File: src/rtl/read_fifo_sched_pkg.sv
// Shared constants and types for the dual-FIFO frame reader.
package read_fifo_sched_pkg;

    localparam int FRAME_LEN_DEF = 1000;
    localparam int DATA_W_DEF    = 16;
    localparam int CNT_W_DEF     = 10;

    localparam logic SEL_FIFO_1 = 1'b0;
    localparam logic SEL_FIFO_2 = 1'b1;

    typedef enum logic [1:0] {
        ST_IDLE  = 2'd0,
        ST_SEL   = 2'd1,
        ST_READ  = 2'd2,
        ST_FLUSH = 2'd3
    } sched_state_t;

endpackage

File: src/rtl/read_fifo_sched_frame_word_cnt.sv
// Per-frame word counter: clear on load, step on each issued read, flags first/last word.
module frame_word_cnt
    import read_fifo_sched_pkg::*;
#(
    parameter int CNT_W     = CNT_W_DEF,
    parameter int FRAME_LEN = FRAME_LEN_DEF
) (
    input  logic clk,
    input  logic rst,
    input  logic load,
    input  logic inc,
    output logic first,
    output logic last
);

    localparam logic [CNT_W-1:0] LAST_IDX = CNT_W'(FRAME_LEN - 1);

    logic [CNT_W-1:0] count;

    always_ff @(posedge clk) begin
        if (rst) begin
            count <= '0;
        end else if (load) begin
            count <= '0;
        end else if (inc) begin
            count <= count + CNT_W'(1);
        end
    end

    assign first = (count == '0);
    assign last  = (count == LAST_IDX);

endmodule

File: src/rtl/read_fifo_sched.sv
// Ping-pong frame reader: drains whichever FIFO has filled, one FRAME_LEN-word frame at a
// time, paced by proc_ready, with frame markers and a sticky underrun flag.
module read_fifo_sched
    import read_fifo_sched_pkg::*;
#(
    parameter int FRAME_LEN = FRAME_LEN_DEF,
    parameter int DATA_W    = DATA_W_DEF,
    parameter int CNT_W     = CNT_W_DEF
) (
    input  logic              clk,
    input  logic              rst,
    input  logic              rdfull_1,
    input  logic              rdfull_2,
    input  logic              rdempty_1,
    input  logic              rdempty_2,
    input  logic [DATA_W-1:0] q_1,
    input  logic [DATA_W-1:0] q_2,
    input  logic              proc_ready,
    output logic              rdreq_1,
    output logic              rdreq_2,
    output logic [DATA_W-1:0] data_out,
    output logic              data_valid,
    output logic              frame_start,
    output logic              frame_end,
    output logic              frame_sel,
    output logic              underrun_err
);

    sched_state_t state, state_nxt;

    logic last_sel;
    logic sel_nxt;
    logic sel_empty;
    logic rd_issue;
    logic cnt_load;
    logic cnt_first;
    logic cnt_last;
    logic abort;
    logic valid_q;
    logic start_q;
    logic end_q;

    frame_word_cnt #(
        .CNT_W     (CNT_W),
        .FRAME_LEN (FRAME_LEN)
    ) u_cnt (
        .clk   (clk),
        .rst   (rst),
        .load  (cnt_load),
        .inc   (rd_issue),
        .first (cnt_first),
        .last  (cnt_last)
    );

    assign sel_empty = (frame_sel == SEL_FIFO_2) ? rdempty_2 : rdempty_1;

    always_ff @(posedge clk) begin
        if (rst) begin
            state <= ST_IDLE;
        end else begin
            state <= state_nxt;
        end
    end

    always_comb begin
        state_nxt = state;
        sel_nxt   = frame_sel;
        rd_issue  = 1'b0;
        cnt_load  = 1'b0;
        abort     = 1'b0;
        case (state)
            ST_IDLE: begin
                if (rdfull_1 || rdfull_2) begin
                    state_nxt = ST_SEL;
                end
            end
            ST_SEL: begin
                cnt_load = 1'b1;
                if (rdfull_1 && rdfull_2) begin
                    sel_nxt   = ~last_sel;
                    state_nxt = ST_READ;
                end else if (rdfull_1) begin
                    sel_nxt   = SEL_FIFO_1;
                    state_nxt = ST_READ;
                end else if (rdfull_2) begin
                    sel_nxt   = SEL_FIFO_2;
                    state_nxt = ST_READ;
                end else begin
                    state_nxt = ST_IDLE;
                end
            end
            ST_READ: begin
                // READ is left on the last issued word, so the counter is always below FRAME_LEN here
                if (sel_empty) begin
                    abort     = 1'b1;
                    state_nxt = ST_FLUSH;
                end else if (proc_ready) begin
                    rd_issue = 1'b1;
                    if (cnt_last) begin
                        state_nxt = ST_FLUSH;
                    end
                end
            end
            ST_FLUSH: begin
                state_nxt = ST_IDLE;
            end
            default: begin
                state_nxt = ST_IDLE;
            end
        endcase
    end

    always_ff @(posedge clk) begin
        if (rst) begin
            frame_sel    <= SEL_FIFO_1;
            last_sel     <= SEL_FIFO_2;
            valid_q      <= 1'b0;
            start_q      <= 1'b0;
            end_q        <= 1'b0;
            underrun_err <= 1'b0;
        end else begin
            frame_sel <= sel_nxt;
            valid_q   <= rd_issue;
            start_q   <= rd_issue && cnt_first;
            end_q     <= rd_issue && cnt_last;
            if (abort) begin
                underrun_err <= 1'b1;
            end
            if (state == ST_FLUSH) begin
                last_sel <= frame_sel;
            end
        end
    end

    assign rdreq_1     = rd_issue && (frame_sel == SEL_FIFO_1);
    assign rdreq_2     = rd_issue && (frame_sel == SEL_FIFO_2);
    assign data_valid  = valid_q;
    assign frame_start = start_q;
    // Abort marks the word already in flight this cycle, or stands alone if none
    assign frame_end   = end_q | abort;
    // FIFO q is itself registered, so it is presented in the cycle after rdreq and gated by valid
    assign data_out    = valid_q ? ((frame_sel == SEL_FIFO_2) ? q_2 : q_1) : '0;

endmodule

File: config.mk
export PLATFORM = sky130hd
export DESIGN_NAME = read_fifo_sched
export DESIGN_NICKNAME = d
export VERILOG_FILES = /design/src/rtl/read_fifo_sched_pkg.sv /design/src/rtl/read_fifo_sched_frame_word_cnt.sv /design/src/rtl/read_fifo_sched.sv
export SDC_FILE = /design/constraint.sdc
export NUM_CORES = 1
export LEC_CHECK = 0
export CAP_MARGIN = 15
export CORE_MARGIN = 4
export CORE_UTILIZATION = 35
export DETAILED_ROUTE_END_ITERATION = 16
export PLACE_DENSITY = 0.82
export SYNTH_ARGS = -nofsm -noshare
export SYNTH_HDL_FRONTEND = slang
export SYNTH_SLANG_ARGS = --single-unit
File: constraint.sdc
create_clock -name clk -period 1.51 [get_ports clk]
set_input_delay 0.302 -clock clk [delete_from_list [all_inputs] [get_ports clk]]
set_output_delay 0.302 -clock clk [all_outputs]
set_load 0.02 [all_outputs]
Word-level counts from Yosys, hierarchy flattened
Cells that the tools add are included.
{ "word_totals": {"regBits": 18, "latch_bits": 0, "ramBits": 0, "romBits": 0, "input_bits": 39, "elab_cells": 51, "n_memories": 0} }
{ "classes": {"add_sub_neg": 1, "multipliers": 0, "div_mod_pow": 0, "order_cmp": 0, "eq_ne": 7, "shift": 0, "muxes": 20, "bitwise": 3, "reduce_logical": 12} }
{ "op_table": {"columns": ["op", "n"], "rows": [
  ["two-way mux 16 bit", 2],
  ["two-way mux 2 bit", 7],
  ["adder 10 x 1 -> 10 bit, second input constant", 1],
  ["== test 10 bit, second input constant", 1],
  ["logical NOT 10 bit", 1],
  ["two-way mux 1 bit", 10],
  ["case mux 2 bit (4 select lines)", 1],
  ["!= test 3 bit, second input constant", 2],
  ["logical AND 1 bit", 5],
  ["== test 2 bit, second input constant", 2],
  ["AND reduction 3 bit", 1],
  ["nonzero test 3 bit", 1],
  ["== test 2 x 1 -> 1 bit, second input constant", 1],
  ["logical NOT 2 bit", 1],
  ["!= test 2 bit, second input constant", 1],
  ["NOT 1 bit", 2],
  ["AND reduction 2 bit", 1],
  ["OR reduction 2 bit", 1],
  ["logical OR 1 bit", 1],
  ["bitwise OR 1 bit", 1]
]} }

Depth between registers and ports, before layout
{ "depth": {"ltp_word": 5, "depth_mapped": 5, "depth_no_buf": 5} }

Cells and area by module
Synthesis repeated with hierarchy kept, for this count alone.
{ "unflattened": {"cells_unflattened": 130, "area_unflattened_um2": 1164.9} }
{ "by_module_without_submodules": {"columns": ["module", "n_inst", "cells_each", "area_per_inst_um2", "seq_area_each_um2"], "rows": [
  ["read_fifo_sched", 1, 71, 645.6, 160.2],
  ["frame_word_cnt", 1, 59, 519.2, 200.2]
]} }

Worst setup path after synthesis
No wires, ideal clock.
{ "synth_timing": {"path_kind": "reg2out", "from": "reg frame_sel", "to": "out data_out[10]", "arrival_ns": 1.413, "slack_ns": -0.205, "stages_incl_launch_ff": 5, "cell_sequence": "dfxtp_1 -> buf_6 -> clkbuf_1 -> mux2i_1 -> nor2b_1"} }
{ "synth_via": {"elab_chain_cells": 2} }
{ "synth_rtl": {"columns": ["element", "line_no", "source"], "rows": [
  ["start, declared", "read_fifo_sched.sv:25", "output logic frame_sel,"],
  ["start signal, assigned", "read_fifo_sched.sv:122", "frame_sel <= sel_nxt;"],
  ["two-way mux 16 bit (2 in a row)", "read_fifo_sched.sv:142", "assign data_out = valid_q ? ((frame_sel == SEL_FIFO_2) ? q_2 : q_1) : '0;"],
  ["end, declared", "read_fifo_sched.sv:21", "output logic [DATA_W-1:0] data_out,"]
]} }
Every way passes these cells.

Final worst setup path
{ "layout_timing": {"from": "reg frame_sel", "to": "reg u_cnt.count[8]"} }
{ "layout_via": {"elab_chain_cells": 3} }
{ "layout_rtl": {"columns": ["element", "line_no", "source"], "rows": [
  ["two-way mux 1 bit", "read_fifo_sched.sv:55", "assign sel_empty = (frame_sel == SEL_FIFO_2) ? rdempty_2 : rdempty_1;"],
  ["two-way mux 1 bit", "read_fifo_sched.sv:94", "if (sel_empty) begin"],
  ["two-way mux 1 bit", "read_fifo_sched.sv:71", "case (state)"],
  ["end signal, assigned", "read_fifo_sched_frame_word_cnt.sv:26", "count <= count + CNT_W'(1);"],
  ["end, declared", "read_fifo_sched_frame_word_cnt.sv:18", "logic [CNT_W-1:0] count;"]
]} }
Every way passes these cells.
A chain may end at the register's enable or synchronous reset.

==> out/metrics.yaml <==
run:
  max-cap-violations: 0
timing:
  rsz0062_at_grt: "yes"
  slew_viol_final: 0
  max_freq_ghz: 0.5717
  fin_tns_setup_ns: -2.770
  finalCritPeriodShare_pct: 115.8
  worstMarginPinSlew_ns: 0.3712
  period_needed_ns: 1.749
  hold_viol: 0
  setup_viol: 30
  slew_headroom_pct: 75.18
  fin_ws_ns: -0.2391
  fin_skew_ns: 0.001869
routing:
  drt_iter0_markers: 92
  detail_route.first_pass.iterations: 4
  wl_um: 4479
  via_count: 1380
  antenna_left: 0
  post-route-drc-count: 0
  avgRoutedWirePerCell_um: 16.35
  viasPerCell: 5.036
power:
  power_frac_clock_pct: 22.8
  p_switching_mw: 0.2974
  p_seq_share_pct: 45.6
  p_int_mw: 0.7870
  combPwrFrac_pct: 31.6
  leakage_nw: 0.9014
  power_density_mw_per_mm2: 494.6
  ir_drop_uv: 450.6
  swShare_pct: 27.42
logic_synthesis:
  syn_area_per_cell_sq_um: 8.749
  syn_area_sq_mm: 0.001155
  synth_fp_nets: 173
  yosysSeqAreaShare_pct: 31.20
  synth_cells: 132
  yosysWarnings: 0
  ys_types: 36
  ys_ff_latch: 18
min_path:
  hp-class: "register to register"
clocking:
  cts_hold_buf: 0
  clock_latency_ns: 0.30
  cts.sinks: 18
  clk_pin_slew_ns: 0.11
  h-tree-depth: 1
  clockBufferDepth: 2
  numCtsBuffers: 3
  cts-root-buf: "clkbuf_4"
  cts_tree: "yes"
placed_design:
  place_ws_ns: -0.5927
  portBuffers: 61
  routabilityCongestion: 0.8567
  place_hpwl_um: 3008
cells_and_area:
  final_common_cell: "buf_4"
  layout-drive-gt1-share_pct: 35.22
  fin_nets: 273
  final_cell_mix: "buf_4, clkdlybuf4s50_1, nor2b_1, dfxtp_1, mux2i_1"
  diodes: 0
  area_growth_pct: 89.82
  fill_cells: 241
floorplanning:
  core_sq_mm: 0.003103
  die_y_um: 65.44
  rows: 20
  die_w_um: 65.44
  io_pins: 62
  start_util_pct: 37.22
  die_area_sq_mm: 0.004282
critical_path:
  cp-end-kind: "register"
  worst-setup-path-type: "register to register"
  worstPathMaxFanout: 4
  critPathLaunchType: "register"
  crit_arrival_ns: 1.98
  worstPathRequired_ns: 1.74
status:
  violations: "negative setup slack"
  status: "finished, violations left"
grt:
  antenna_found_initial: 0
  grt_use_total_pct: 20.98
  grt_pass1_vias: 1468
  gr-total-overflow: 0
  grt_start_max_net_pins: 11
  grt_first_pass_wirelength_um: 6975
## worst max-delay path, cell delays in order (launching register included)
cell and delay, ns:
dfxtp_4 0.40, buf_6 0.11, mux2i_4 0.29, buf_4 0.17
buf_6 0.09, nand3_2 0.09, or4_1 0.40, a21oi_1 0.13
## power by group through the flow
stage / logic, mW / registers (mW) / clock network [mW]
floorplan: 0.101 / 0.510 / 0
global placement: 0.267 / 0.504 / 0
detailed placement: 0.276 / 0.505 / 0
CTS: 0.314 / 0.493 / 0.243
global route: 0.365 / 0.497 / 0.276
finish: 0.343 / 0.494 / 0.248
## path summary, 6_finish.rpt
check                                   from        endpoint  slack, ns  depth (start not counted)
worst max-delay path               frame_sel  u_cnt.count[8]      -0.24                          7
worst min-delay path            underrun_err    underrun_err       0.48                          2
worst max register to register     frame_sel  u_cnt.count[8]      -0.24                          7
worst min register to register  underrun_err    underrun_err       0.48                          2
## repair_timing
item,4_1_cts,5_1_grt
setup buffers,9,9
endpoints found under the hold margin,0,0
resized for setup,112,20
endpoints found under the setup margin,30,34
cloned,1,0
pin swaps,7,9
## final cells by class
class | instances | area (sq um) | area share (%)
timing repair buffer | 101 | 904.6 | 41.27
multi-input combinational | 103 | 827.0 | 37.73
sequential | 18 | 364.1 | 16.61
tap | 44 | 55.05 | 2.511
clock buffer | 3 | 22.52 | 1.027
inverter | 5 | 18.77 | 0.8562
## synthesized netlist by cell type
cell type,count,area (sq um)
a211oi_1,1,7.510
a21boi_0,1,7.510
a21oi_1,5,25.02
a311o_1,1,10.01
a31o_1,1,8.760
a31oi_1,1,6.260
a32oi_1,1,8.760
and2_1,1,6.260
and3_1,2,12.51
and3b_1,1,8.760
buf_2,1,5.000
buf_6,1,11.26
clkbuf_1,4,15.01
dfxtp_1,18,360.4
ha_1,2,25.02
inv_1,5,18.77
mux2_4,1,15.01
mux2i_1,16,160.2
mux2i_4,1,22.52
nand2_1,6,22.52
nand3_1,4,20.02
nand3b_1,1,7.510
nand4_1,4,25.02
nor2_1,14,52.55
nor2b_1,17,106.4
nor3_1,4,20.02
nor4_1,2,12.51
nor4_2,3,37.54
nor4_4,1,21.27
o21ai_0,1,5.000
o21bai_1,1,7.510
o31ai_1,1,7.510
or2_2,1,6.260
or4_1,1,7.510
xnor2_1,6,52.55
xor2_1,1,8.760
## layer usage
| metal | share of wire [%] | GRT usage (%) | vias to the layer above |
|---|---|---|---|
| met5 | 0 | 0 | - |
| met4 | 3.0 | 9.585 | 0 |
| met3 | 6.1 | 3.761 | 12 |
| met2 | 53 | 39.82 | 65 |
| met1 | 37 | 22.09 | 639 |
| li1 | - | - | 664 |
## cell families after synthesis
logic type,count (synthesis),share of synthesized area [%]
fa+ha+maj,2,2.167
mux,18,17.12
flops,18,31.20
buf+inv,11,4.333
xor+xnor,7,5.309
simple gates,62,31.75
compound gates,14,8.127
## stage by stage
| step | util [%] | total power [mW] | instances | cell area (sq um) | hold slack (ns) |
|---|---|---|---|---|---|
| after floorplan | - | 0.6111 | 132 | 1157 | 0.3670 |
| after global placement | 63.02 | 0.7709 | 253 | 1956 | 0.4597 |
| after detailed placement | 63.02 | 0.7803 | 253 | 1956 | 0.4639 |
| after CTS | 67.14 | 1.050 | 266 | 2083 | 0.4904 |
| after global routing | 70.65 | 1.137 | 274 | 2192 | 0.5475 |
| final | 70.65 | 1.084 | 274 | 2192 | 0.4845 |
## flip-flops by register name (all words and copies together), names as in the netlist, named ones only
signal / flops
frame_sel: 1
state: 1
underrun_err: 1
data_valid: 1
end_q: 1
u_cnt.count: 10
frame_start: 1
last_sel: 1
Note: power is estimated with default switching activity, not from simulation.
